[src/rtl/imu_pkg.sv]
// imu_pkg
//   Shared definitions for the IMU frame packer: frame geometry, FSM state
//   encoding, byte index constants and default sync header bytes.
package imu_pkg;

  localparam int FRAME_LEN = 10;

  typedef enum logic {
    ST_IDLE = 1'b0,
    ST_SEND = 1'b1
  } state_t;

  // Byte positions inside a frame.
  localparam logic [3:0] IDX_SYNC0 = 4'd0;
  localparam logic [3:0] IDX_SYNC1 = 4'd1;
  localparam logic [3:0] IDX_SEQ   = 4'd2;
  localparam logic [3:0] IDX_AX_HI = 4'd3;
  localparam logic [3:0] IDX_AX_LO = 4'd4;
  localparam logic [3:0] IDX_AY_HI = 4'd5;
  localparam logic [3:0] IDX_AY_LO = 4'd6;
  localparam logic [3:0] IDX_AZ_HI = 4'd7;
  localparam logic [3:0] IDX_AZ_LO = 4'd8;
  localparam logic [3:0] IDX_CHK   = 4'(FRAME_LEN - 1);

  localparam logic [7:0] SYNC0_DEFAULT = 8'hA5;
  localparam logic [7:0] SYNC1_DEFAULT = 8'h5A;

endpackage

[src/rtl/imu_frame_packer.sv]
// imu_frame_packer
//   Captures one signed ax/ay/az triple per sample strobe, packs it into a
//   10-byte frame (SYNC0, SYNC1, seq, ax_hi, ax_lo, ay_hi, ay_lo, az_hi, az_lo,
//   chk) and streams it out one byte at a time over valid/ready.
//   chk is the XOR of bytes seq..az_lo.
// Ports
//   clk, rst       clock, asynchronous active-high reset
//   sample_valid   1-cycle strobe qualifying ax/ay/az
//   ax, ay, az     signed WIDTH-bit samples, sign-extended to 16 bits
//   out_data       current frame byte (registered)
//   out_valid      out_data valid (registered)
//   out_ready      downstream accept
//   busy           a frame is in progress; a strobe now would be dropped
//   drop_cnt       saturating count of dropped samples
module imu_frame_packer
  import imu_pkg::*;
#(
  parameter int         WIDTH = 16,
  parameter logic [7:0] SYNC0 = SYNC0_DEFAULT,
  parameter logic [7:0] SYNC1 = SYNC1_DEFAULT
) (
  input  logic                    clk,
  input  logic                    rst,
  input  logic                    sample_valid,
  input  logic signed [WIDTH-1:0] ax,
  input  logic signed [WIDTH-1:0] ay,
  input  logic signed [WIDTH-1:0] az,
  output logic [7:0]              out_data,
  output logic                    out_valid,
  input  logic                    out_ready,
  output logic                    busy,
  output logic [7:0]              drop_cnt
);

  state_t      state_q, state_d;
  logic [3:0]  idx_q, idx_d;
  logic [7:0]  seq_q, seq_d;
  logic [7:0]  chk_q, chk_d;
  logic [7:0]  out_data_d;
  logic        out_valid_d;
  logic [15:0] ax_q, ay_q, az_q;

  logic        accept;
  logic        last_accept;
  logic        capture;
  logic        drop;
  logic [3:0]  idx_adv;
  logic [7:0]  chk_next;
  logic [7:0]  byte_nxt;
  logic        in_chk_span;

  // Signed size casts sign-extend narrow samples into the 16-bit frame fields.
  logic signed [15:0] ax_ext, ay_ext, az_ext;
  assign ax_ext = 16'(ax);
  assign ay_ext = 16'(ay);
  assign az_ext = 16'(az);

  assign accept      = out_valid && out_ready;
  assign last_accept = accept && (idx_q == IDX_CHK);
  // A strobe is taken when idle, or in the very cycle the checksum leaves,
  // so back-to-back frames run without a gap.
  assign capture     = sample_valid && ((state_q == ST_IDLE) || last_accept);
  assign drop        = sample_valid && !capture;
  assign idx_adv     = idx_q + 4'd1;
  assign in_chk_span = (idx_q >= IDX_SEQ) && (idx_q <= IDX_AZ_LO);
  // Running checksum including the byte currently on the bus.
  assign chk_next    = chk_q ^ out_data;
  assign busy        = (state_q == ST_SEND);

  // Byte that follows the one being accepted.
  always_comb begin
    byte_nxt = 8'h00;
    case (idx_adv)
      IDX_SYNC0: byte_nxt = SYNC0;
      IDX_SYNC1: byte_nxt = SYNC1;
      IDX_SEQ:   byte_nxt = seq_q;
      IDX_AX_HI: byte_nxt = ax_q[15:8];
      IDX_AX_LO: byte_nxt = ax_q[7:0];
      IDX_AY_HI: byte_nxt = ay_q[15:8];
      IDX_AY_LO: byte_nxt = ay_q[7:0];
      IDX_AZ_HI: byte_nxt = az_q[15:8];
      IDX_AZ_LO: byte_nxt = az_q[7:0];
      IDX_CHK:   byte_nxt = chk_next;
      default:   byte_nxt = 8'h00;
    endcase
  end

  always_comb begin
    // NOTE: every output of this block gets a default first so no path can
    // leave one unassigned and infer a latch.
    state_d     = state_q;
    idx_d       = idx_q;
    seq_d       = seq_q;
    chk_d       = chk_q;
    out_data_d  = out_data;
    out_valid_d = out_valid;
    case (state_q)
      ST_IDLE: begin
        if (capture) begin
          state_d     = ST_SEND;
          idx_d       = IDX_SYNC0;
          chk_d       = 8'h00;
          out_data_d  = SYNC0;
          out_valid_d = 1'b1;
        end
      end
      ST_SEND: begin
        if (accept) begin
          if (in_chk_span) chk_d = chk_next;
          if (idx_q == IDX_CHK) begin
            seq_d = seq_q + 8'd1;
            idx_d = IDX_SYNC0;
            if (capture) begin
              chk_d      = 8'h00;
              out_data_d = SYNC0;
            end else begin
              state_d     = ST_IDLE;
              out_valid_d = 1'b0;
            end
          end else begin
            idx_d      = idx_adv;
            out_data_d = byte_nxt;
          end
        end
      end
      default: begin
        state_d     = ST_IDLE;
        out_valid_d = 1'b0;
      end
    endcase
  end

  // NOTE: sequential state uses non-blocking assignments so every register
  // samples pre-edge values regardless of statement order.
  always_ff @(posedge clk or posedge rst) begin
    if (rst) begin
      state_q   <= ST_IDLE;
      idx_q     <= IDX_SYNC0;
      seq_q     <= 8'h00;
      chk_q     <= 8'h00;
      out_data  <= 8'h00;
      out_valid <= 1'b0;
    end else begin
      state_q   <= state_d;
      idx_q     <= idx_d;
      seq_q     <= seq_d;
      chk_q     <= chk_d;
      out_data  <= out_data_d;
      out_valid <= out_valid_d;
    end
  end

  always_ff @(posedge clk or posedge rst) begin
    if (rst) begin
      ax_q <= 16'h0000;
      ay_q <= 16'h0000;
      az_q <= 16'h0000;
    end else if (capture) begin
      ax_q <= ax_ext;
      ay_q <= ay_ext;
      az_q <= az_ext;
    end
  end

  always_ff @(posedge clk or posedge rst) begin
    if (rst) begin
      drop_cnt <= 8'h00;
    end else if (drop && (drop_cnt != 8'hFF)) begin
      drop_cnt <= drop_cnt + 8'd1;
    end
  end

endmodule

[config.mk]
export PLATFORM = sky130hd
export DESIGN_NAME = imu_frame_packer
export DESIGN_NICKNAME = d
export VERILOG_FILES = /design/src/rtl/imu_pkg.sv /design/src/rtl/imu_frame_packer.sv
export SDC_FILE = /design/constraint.sdc
export NUM_CORES = 1
export LEC_CHECK = 0
export CAP_MARGIN = 20
export CORE_MARGIN = 3
export CORE_UTILIZATION = 57
export DETAILED_ROUTE_END_ITERATION = 8
export GPL_TIMING_DRIVEN = 0
export PLACE_DENSITY_LB_ADDON = 0.12
export SETUP_SLACK_MARGIN = 0.5
export SYNTH_ARGS = -nofsm -noshare
export SYNTH_HDL_FRONTEND = slang
export SYNTH_SLANG_ARGS = --single-unit
[constraint.sdc]
create_clock -name clk -period 8.19 [get_ports clk]
set_input_delay 1.638 -clock clk [delete_from_list [all_inputs] [get_ports clk]]
set_output_delay 1.638 -clock clk [all_outputs]
set_load 0.01 [all_outputs]
==> results of run 1 <==
[flip-flops by register name, indices dropped and copies added (netlist names), 4 cells and up]
| signal | flops |
|---|---|
| seq_q | 8 |
| az_q | 16 |
| out_data | 8 |
| idx_q | 4 |
| chk_q | 8 |
| ax_q | 16 |
| drop_cnt | 8 |
| ay_q | 16 |
[routing by layer]
| metal | global-route usage [%] | wire length [µm] |
|---|---|---|
| met1 | 33.2 | 4260 |
| met2 | 40.9 | 4860 |
| met3 | 4.51 | 568 |
| met4 | 8.91 | 251 |
| met5 | 0 | 0 |
[power by group through the flow]
stage	Clock (µW)	Sequential (µW)	Combinational, µW
floorplan	0	743	525
global placement	0	759	746
detailed placement	0	775	771
CTS	306	767	777
global route	324	791	847
finish	303	768	778
[worst max-delay path by stage]
stage               startpoint     endpoint  slack, ps  cells after the start
global route         out_ready  out_data[7]       4900                      7
CTS                  out_ready     seq_q[5]       5070                      6
global placement           rst     chk_q[0]       3040                      2
floorplan                  rst      ax_q[0]       4330                      1
detailed placement   out_ready     seq_q[5]       4690                      6
finish               out_ready     seq_q[5]       5060                      6
[cells in the final DEF (no fill, tap or decap), drive strengths merged, types with 11 or more instances in the layout]
| cell type | synthesis | final |
|---|---|---|
| a21oi | 19 | 19 |
| xnor2 | 15 | 15 |
| o21ai | 18 | 18 |
| mux2 | 50 | 50 |
| clkbuf | 8 | 19 |
| clkdlybuf4s50 | 0 | 68 |
| nand2 | 19 | 19 |
| buf | 10 | 11 |
| nor2 | 40 | 40 |
| dfrtp | 86 | 86 |
[per-stage QoR]
step / area, µm² / cells
floorplan: 4210 / 361
global placement: 5010 / 525
detailed placement: 5040 / 526
CTS: 5240 / 542
global route: 5240 / 542
finish: 5240 / 542
[kinds of logic (layout without fill, tap and decap cells)]
| logic type | Yosys count | after routing | share of synthesized area (%) |
|---|---|---|---|
| DFF | 86 | 86 | 51.1 |
| adders and majority gates | 2 | 2 | 0.594 |
| muxes | 55 | 55 | 16.9 |
| buffers and inverters | 23 | 108 | 2.97 |
| and+or+nand+nor | 93 | 93 | 10.9 |
| AOI/OAI and AO/OA | 78 | 78 | 12.5 |
| xor gates and xnor gates | 24 | 24 | 4.99 |
[final cells by class]
type | instances | area, µm²
plain buffers | 18 | 106
clock buffers | 11 | 141
clock inverters | 5 | 58.8
fillers | 514 | 1740
inverters | 5 | 21.3
multi-input cells | 252 | 1940
flip-flops and latches | 86 | 2150
well taps | 96 | 120
repair buffers | 69 | 708
[worst reg2reg max path, delay by kind of cell, from the launching register on]
kind            cells  cell delay [ps]
compound gates      3              490
simple gates        2              520
flops               1              350
buf+inv             2              600
==> flow_metrics.tcl, run 1 <==
set metrics [dict create \
    status "finished clean" \
    slew_violations 0 \
    grt_use_total_pct 24.9 \
    ctsResizeCount 0 \
    syn2layout_area_growth_pct 24.5 \
    dr.pass1.iters 4 \
    crit_buf_inv 1 \
    final_core_util_pct 75.1 \
    core.rowCount 30 \
    finalCriticalPeriod_ps 3130 \
    min_period_over_period_pct 38.2 \
    cts_sinks 86 \
    hold_violations 0 \
    syn_area_per_cell_um2 11.7 \
    worstPathMaxFanout 9 \
    rr_startpoint "idx_q[0]" \
    grt_pass1_vias 3233 \
    slowest_stage "clkdlybuf4s50_1" \
    clkSlewWorstSetupHoldPaths_ps 80 \
    skew_ps 8.65 \
    hold_class "reg -> reg" \
    finalSetupTns_ps 0 \
    clkLatencyLatePin_ps 360 \
    critPathKind "in -> reg" \
    timing.rr.end "out_data[0]" \
    synth_most_common_cell "dfrtp_1" \
    final-setup-viol-count 0 \
    worst_slew_margin_rel_pct 64.7 \
    numCtsBuffers 9 \
    grt_pass1_wl_mm 16.3 \
    worstPathRequired_ps 8440 \
    slowest_delay_ps 520 \
    dieHeight_um 92.0 \
    h-tree-depth 3 \
    internal_power_uw 1170 \
    drtAntennaViolNets 0 \
    hold-path-cell-count 1 \
    ctsHoldBuffers 0 \
    wl_per_cell_um 18.3 \
    peakVddDrop_mv 0.168 \
    antenna_found_initial 0 \
    p_clk_share_pct 16.4 \
    seq_area_frac_synth_pct 51.1 \
    synthCells 361 \
    cp_cell_sequence "clkdlybuf4s50_1, nand3_2, nor2_1, and4_1, nand3_1, xnor2_1" \
    cp-end-kind "flip-flop" \
    n_antenna_cell 0 \
    ys.warnings.count 0 \
    hpwl_mm 7.38 \
    min_to "seq_q[7]" \
    grt_max_degree 49 \
    final_layout_size_suffix_gt1_share_pct 19.1 \
    max_freq_ghz 0.320 \
    cts.root.buffer_cell "clkbuf_8" \
    rrSetupSlack_ps 6160 \
    p_seq_share_pct 41.5 \
    syn-num-nets 415 \
    die-area_um2 8460 \
    startpoint_type "input pin" \
    clock_path_buffers 2 \
    setup_slack_ps 5060 \
    vias 3199 \
    port_buffers 68 \
    grt_overflow_total 0 \
    start_util_pct 60.3 \
    drc 0 \
    r2r_cells 7 \
    die_x_um 92.0 \
    netlist_top_cells_count "dfrtp_1 (86), nor2_1 (40), mux2_2 (30)" \
    ys.flop_type "dfrtp_1" \
    p_sw_uw 682 \
    gp_congestion 0.921 \
    worst_slew_pin_slew_ps 530 \
    p_sw_share_pct 36.9 \
    synth_edf_count 0 \
    min_from "seq_q[7]" \
    post-synth-top-area-cell "dfrtp_1" \
    yosys-top-cells-area "dfrtp_1 (51%), mux2_2 (8.0%), mux2_4 (7.1%), nor2_1 (3.6%), xnor2_1 (3.1%)" \
    worstPathArrival_ps 3380 \
    syn_area_um2 4210 \
    core_um2 6980 \
    synth.ff_latch_count 86 \
    holdWs_ps 480 \
    async_flop_share_pct 100 \
    top_level_ports 70 \
    grt_setup_unrepaired "no" \
    fin_nets 495 \
    yosys.cell_types.count 50 \
    wirelength_mm 9.94 \
    cts_setup_buffers 0 \
    total_power_uw 1850 \
    yosys.area.top_type_share_pct 51.1 \
    drt_iter0_drc 219 \
    drv_cap 0 \
    post-place-ws_ps 4690 \
    powerDensity_nw_per_um2 353 \
    p_leak_uw 0.00228 \
    critPathTopFamily "simple AND/OR/NAND/NOR gates" \
    tritoncts "done" \
    pwr-share-comb_pct 42.1 \
    vias_per_cell 5.90 \
]
No activity file was read; power rests on OpenSTA's default activity.
==> inputs of run 2 (changes only) <==
- CORE_UTILIZATION: 57 -> 48
- clock period: 8.19 -> 2.7 ns (I/O delays scaled with it)
==> run 2 against run 1 <==
Worst hold slack got worse by 21 ps. Register-to-register slack got worse by 5500 ps. Power increased to 3.0 times the previous value. Cell area increased by 0.60%. Critical endpoint is now out_data[3]. Largest power group unchanged.
==> flow_metrics.tcl, run 2 (synthesized netlist as in run 1, its figures left out) <==
set metrics [dict create \
    clock_path_buffers 2 \
    powerDensity_nw_per_um2 1060 \
    die_x_um 99.7 \
    finalCriticalPeriod_ps 2010 \
    grt_overflow_total 0 \
    vias 3128 \
    worst_slew_margin_rel_pct 63.5 \
    grt_pass1_wl_mm 16.8 \
    numCtsBuffers 9 \
    grt_use_total_pct 21.8 \
    critPathKind "reg -> reg" \
    drt_iter0_drc 108 \
    largestRegisters "ax_q x16, ay_q x16, az_q x16" \
    final-setup-viol-count 0 \
    peakVddDrop_mv 0.437 \
    p_leak_uw 0.00228 \
    worstPathMaxFanout 10 \
    dieHeight_um 99.7 \
    top_level_ports 70 \
    clkSlewWorstSetupHoldPaths_ps 90 \
    drv_cap 0 \
    core.rowCount 33 \
    grt_setup_unrepaired "no" \
    start_util_pct 50.3 \
    final_cell_mix "dfrtp_1 (86), clkdlybuf4s50_1 (68), nor2_1 (39)" \
    h-tree-depth 3 \
    slew_violations 0 \
    antenna_found_initial 0 \
    startpoint_type "flip-flop" \
    drtAntennaViolNets 0 \
    wl_per_cell_um 18.4 \
    cp-end-kind "flip-flop" \
    tritoncts "done" \
    fillCellCount 711 \
    port_buffers 68 \
    hold_violations 0 \
    grt_max_degree 41 \
    hold_class "in -> async" \
    max_freq_ghz 0.497 \
    total_power_uw 5620 \
    cts.root.buffer_cell "clkbuf_8" \
    gp_congestion 0.859 \
    vias_per_cell 5.67 \
    fin_nets 496 \
    wirelength_mm 10.1 \
    cts_sinks 86 \
    die-area_um2 9940 \
    cts_setup_buffers 0 \
    core_um2 8380 \
    drc 0 \
    n_antenna_cell 0 \
    status "finished clean" \
    worst_slew_pin_slew_ps 548 \
    worstPathRequired_ps 3000 \
    min_period_over_period_pct 74.5 \
    clkLatencyLatePin_ps 360 \
    multi_input_area_um2 1940 \
    final_common_cell "dfrtp_1" \
    hpwl_mm 7.44 \
    grt_pass1_vias 3299 \
    finalSetupTns_ps 0 \
    seq_area_um2 2150 \
    worstPathArrival_ps 2310 \
    skew_ps 7.08 \
    dr.pass1.iters 4 \
    final_layout_size_suffix_gt1_share_pct 19.7 \
    syn2layout_area_growth_pct 25.2 \
]
==> run 2: cell types whose count changed in the layout (fill, tap and decap cells not counted) <==
cell and change:
a21oi_1 -1, a21oi_2 +1, buf_12 +2, buf_16 -1, clkinvlp_4 +1, inv_4 -1
nor2_1 -1, nor2_2 +1
==> run 2: path summary, 6_finish.rpt <==
path | startpoint | to | slack (ps) | depth (start not counted)
max | idx_q[1] | out_data[3] | 690 | 7
min | rst | az_q[9] | 460 | 2
max reg2reg | idx_q[1] | out_data[3] | 690 | 7
min reg2reg | seq_q[7] | seq_q[7] | 490 | 1
max in group asynchronous | rst | chk_q[0] | 1770 | 3
min in group clk | seq_q[7] | seq_q[7] | 490 | 1
==> run 2: critical path, stage by stage, from the launching register on <==
cell and delay (ps):
dfrtp_1 360, buf_2 190, inv_1 170, clkbuf_1 460, nand2_1 180, o22ai_1 370
o21ai_0 140, nand2_1 80
==> run 2: repair_timing <==
item | 4_1_cts | 5_1_grt
endpoints found under the setup margin | 0 | 8
hold buffers | 0 | 0
gates resized for setup | 0 | 2
==> run 2: report_power, final <==
part / switching, µW / leakage [µW] / total, µW / internal, µW
Combinational: 1150 / 0.00113 / 2380 / 1230
Clock: 467 / 0.0000955 / 921 / 453
Sequential: 460 / 0.00106 / 2320 / 1860
Total: 2070 / 0.00228 / 5620 / 3540
==> run 2: cell type report <==
class | instances | area share, %
flip-flops and latches | 86 | 40.8
multi-input cells | 252 | 36.8
repair buffers | 70 | 13.7
clock buffers | 11 | 2.68
well taps | 105 | 2.49
plain buffers | 18 | 2.02
clock inverters | 5 | 1.11
inverters | 5 | 0.427
==> run 2: routing by layer <==
metal  part of all wire [%]  track usage (%)  up-vias
li1                       -                -     1465
met1                     46             28.4     1541
met2                     46             34.7      100
met3                    5.8             4.98       22
met4                    2.9             9.87        0
met5                      0                0        -
==> run 2: metrics by stage <==
| stage | hold slack [ps] | area (µm²) | std cells | util [%] | setup WS, ps |
|---|---|---|---|---|---|
| 3_5_place_dp | 477 | 5070 | 536 | 60.5 | 285 |
| 5_1_grt | 468 | 5280 | 552 | 62.9 | 518 |
| 4_1_cts | 460 | 5270 | 552 | 62.9 | 589 |
| 6_report | 460 | 5280 | 552 | 62.9 | 689 |
| 2_1_floorplan | 442 | 4220 | 361 | - | 955 |
| 3_3_place_gp | 457 | 5030 | 534 | 60.0 | 196 |
==> inputs of run 3 (changes only) <==
- clock period: 2.7 -> 1.77 ns (I/O delays scaled with it)
==> run 3 against run 2 <==
The run now ends with negative setup slack left. First-iteration DRC count rose by 51%. Sequential share of layout area fell by 6.4 points. Combinational power rose by 120%. Critical path depth did not move. Clock-buffer cell count rose by 2. Clock power rose by 60%. Cell area rose by 19%. Routed wire length rose by 21%. Die area did not move. Power rose by 82%. Sequential power rose by 54%. Register-to-register slack got worse by 730 ps. Largest power group unchanged.
==> flow_metrics.tcl, run 3 (synthesized netlist as in run 1, its figures left out) <==
set metrics [dict create \
    crit_end "ax_q[0]" \
    grt_overflow_total 0 \
    finalCriticalPeriod_ps 1810 \
    slew_violations 0 \
    grt_use_total_pct 24.5 \
    gp_congestion 0.913 \
    setup_slack_ps -40.8 \
    grt_setup_unrepaired "yes" \
    status "complete, but fails checks" \
    final_cell_mix "dfrtp_1 (80), clkdlybuf4s50_1 (49), buf_4 (37)" \
    drtAntennaViolNets 0 \
    startpoint "idx_q[2]" \
    cts.root.buffer_cell "clkbuf_8" \
    clock_path_buffers 2 \
    start_util_pct 50.3 \
    drc 0 \
    final_common_cell "dfrtp_1" \
    top_level_ports 70 \
    dr.max_layer_used "met4" \
    drt_iter0_drc 163 \
    grt_max_degree 36 \
    h-tree-depth 3 \
    peakVddDrop_mv 0.768 \
    port_buffers 68 \
    critPathKind "reg -> reg" \
    ctsHoldBuffers 0 \
    worstPathArrival_ps 2060 \
    skew_ps 18.3 \
    fin_cells 609 \
    hpwl_mm 7.46 \
    core.rowCount 33 \
    cp-end-kind "flip-flop" \
    rrSetupSlack_ps -40 \
    grt_pass1_vias 3625 \
    n_antenna_cell 0 \
    r2r_cells 7 \
    powerDensity_nw_per_um2 1630 \
    drv_cap 0 \
    hold_class "in -> reg" \
    worst_slew_margin_rel_pct 60.6 \
    hold_violations 0 \
    worst_slew_pin_slew_ps 590 \
    numCtsBuffers 9 \
    p_leak_uw 0.00283 \
    die_x_um 99.7 \
    largestRegisters "ax_q x16, ay_q x16, az_q x16" \
    wl_met2_mm 5.81 \
    fin_nets 553 \
    core_um2 8380 \
    met3_length_um 612 \
    timing.rr.end "ax_q[0]" \
    tritoncts "done" \
    dieHeight_um 99.7 \
    slowest_delay_ps 380 \
    vias 3489 \
    cp_common_cell "buf_12" \
    worstPathRequired_ps 2020 \
    startpoint_type "flip-flop" \
    wirelength_mm 12.2 \
    final_layout_size_suffix_gt1_share_pct 45.8 \
    violations "negative setup slack" \
    vias_per_cell 5.73 \
    final-setup-viol-count 29 \
    min_period_over_period_pct 102 \
    die-area_um2 9940 \
    wl_per_cell_um 20.1 \
    grt_pass1_wl_mm 18.9 \
    max_freq_ghz 0.552 \
    wl_met1_mm 5.22 \
    cts_sinks 86 \
    clkLatencyLatePin_ps 370 \
    cp_cell_sequence "buf_6, nand4bb_4, o21ai_4, nand2_4, buf_12, buf_12, mux2_4" \
    clkSlewWorstSetupHoldPaths_ps 100 \
    dp.cells 536 \
    dr.pass1.iters 5 \
    slowest_stage "dfrtp_1" \
    fillCellCount 538 \
    final_core_util_pct 75.0 \
    antenna_found_initial 0 \
    rr_startpoint "idx_q[2]" \
    worstPathMaxFanout 7 \
    syn2layout_area_growth_pct 49.2 \
]
[run 3: changes by cell type in the layout (fill, tap and decap cells not counted), moves of 6 or more]
cell	change
o21ai_0	-15
dfrtp_1	-6
buf_2	+9
clkbuf_1	-7
buf_12	+6
dfrtp_2	+6
a221oi_1	-6
buf_6	+22
nor2_1	-10
buf_4	+36
clkdlybuf4s50_1	-19
o21ai_1	+11
[run 3: how the worst min path moves through the flow]
stage | start | endpoint | slack [ps] | cells past startpoint
6_report | sample_valid | chk_q[6] | 350 | 2
5_1_grt | sample_valid | chk_q[7] | 360 | 2
4_1_cts | sample_valid | chk_q[6] | 300 | 2
3_5_place_dp | seq_q[7] | seq_q[7] | 470 | 1
3_3_place_gp | seq_q[7] | seq_q[7] | 470 | 1
2_1_floorplan | seq_q[7] | seq_q[7] | 440 | 1
[run 3: area by class of cell]
| type | instances | area [µm²] | area share [%] |
|---|---|---|---|
| well taps | 105 | 131 | 2.09 |
| clock inverters | 3 | 42.5 | 0.677 |
| flip-flops and latches | 86 | 2160 | 34.3 |
| plain buffers | 18 | 233 | 3.70 |
| repair buffers | 127 | 1220 | 19.4 |
| multi-input cells | 252 | 2320 | 36.9 |
| inverters | 5 | 23.8 | 0.378 |
| clock buffers | 13 | 159 | 2.53 |
[run 3: critical path, delay by kind of cell (launching register included)]
family	cells	cell delay, ps
multiplexers	1	300
flip-flops	1	380
buffers and inverters	3	430
AO/OA/AOI/OAI	1	220
AND/OR/NAND/NOR	2	360
[run 3: report_power, final]
group | internal (µW) | switching, µW | total, µW
Combinational | 2750 | 2450 | 5200
Clock | 730 | 737 | 1470
Sequential | 2840 | 721 | 3570
[run 3: per-stage QoR]
stage | power, µW | setup WS, ps | hold slack [ps] | area [µm²] | TNS [ps]
floorplan | 6090 | 56.6 | 442 | 4330 | 0
global placement | 7210 | -681 | 467 | 5140 | -64460
detailed placement | 7350 | -456 | 468 | 5180 | -17980
CTS | 9590 | -24.6 | 302 | 5970 | -368
global route | 10800 | -142 | 357 | 6290 | -3340
finish | 10200 | -40.8 | 353 | 6290 | -748
[run 3: metal layers]
layer / up-vias / GRT usage (%)
li1: 1595 / -
met1: 1744 / 32.6
met2: 110 / 38.5
met3: 40 / 4.77
met4: 0 / 11.8
met5: - / 0
[run 3: repair_timing]
| action | 4_1_cts | 5_1_grt |
|---|---|---|
| setup buffers | 38 | 15 |
| cloned | 4 | 0 |
| pin swaps | 28 | 22 |
| endpoints found under the setup margin | 104 | 103 |
| gates resized for setup | 157 | 52 |
| hold endpoints to repair | 0 | 0 |
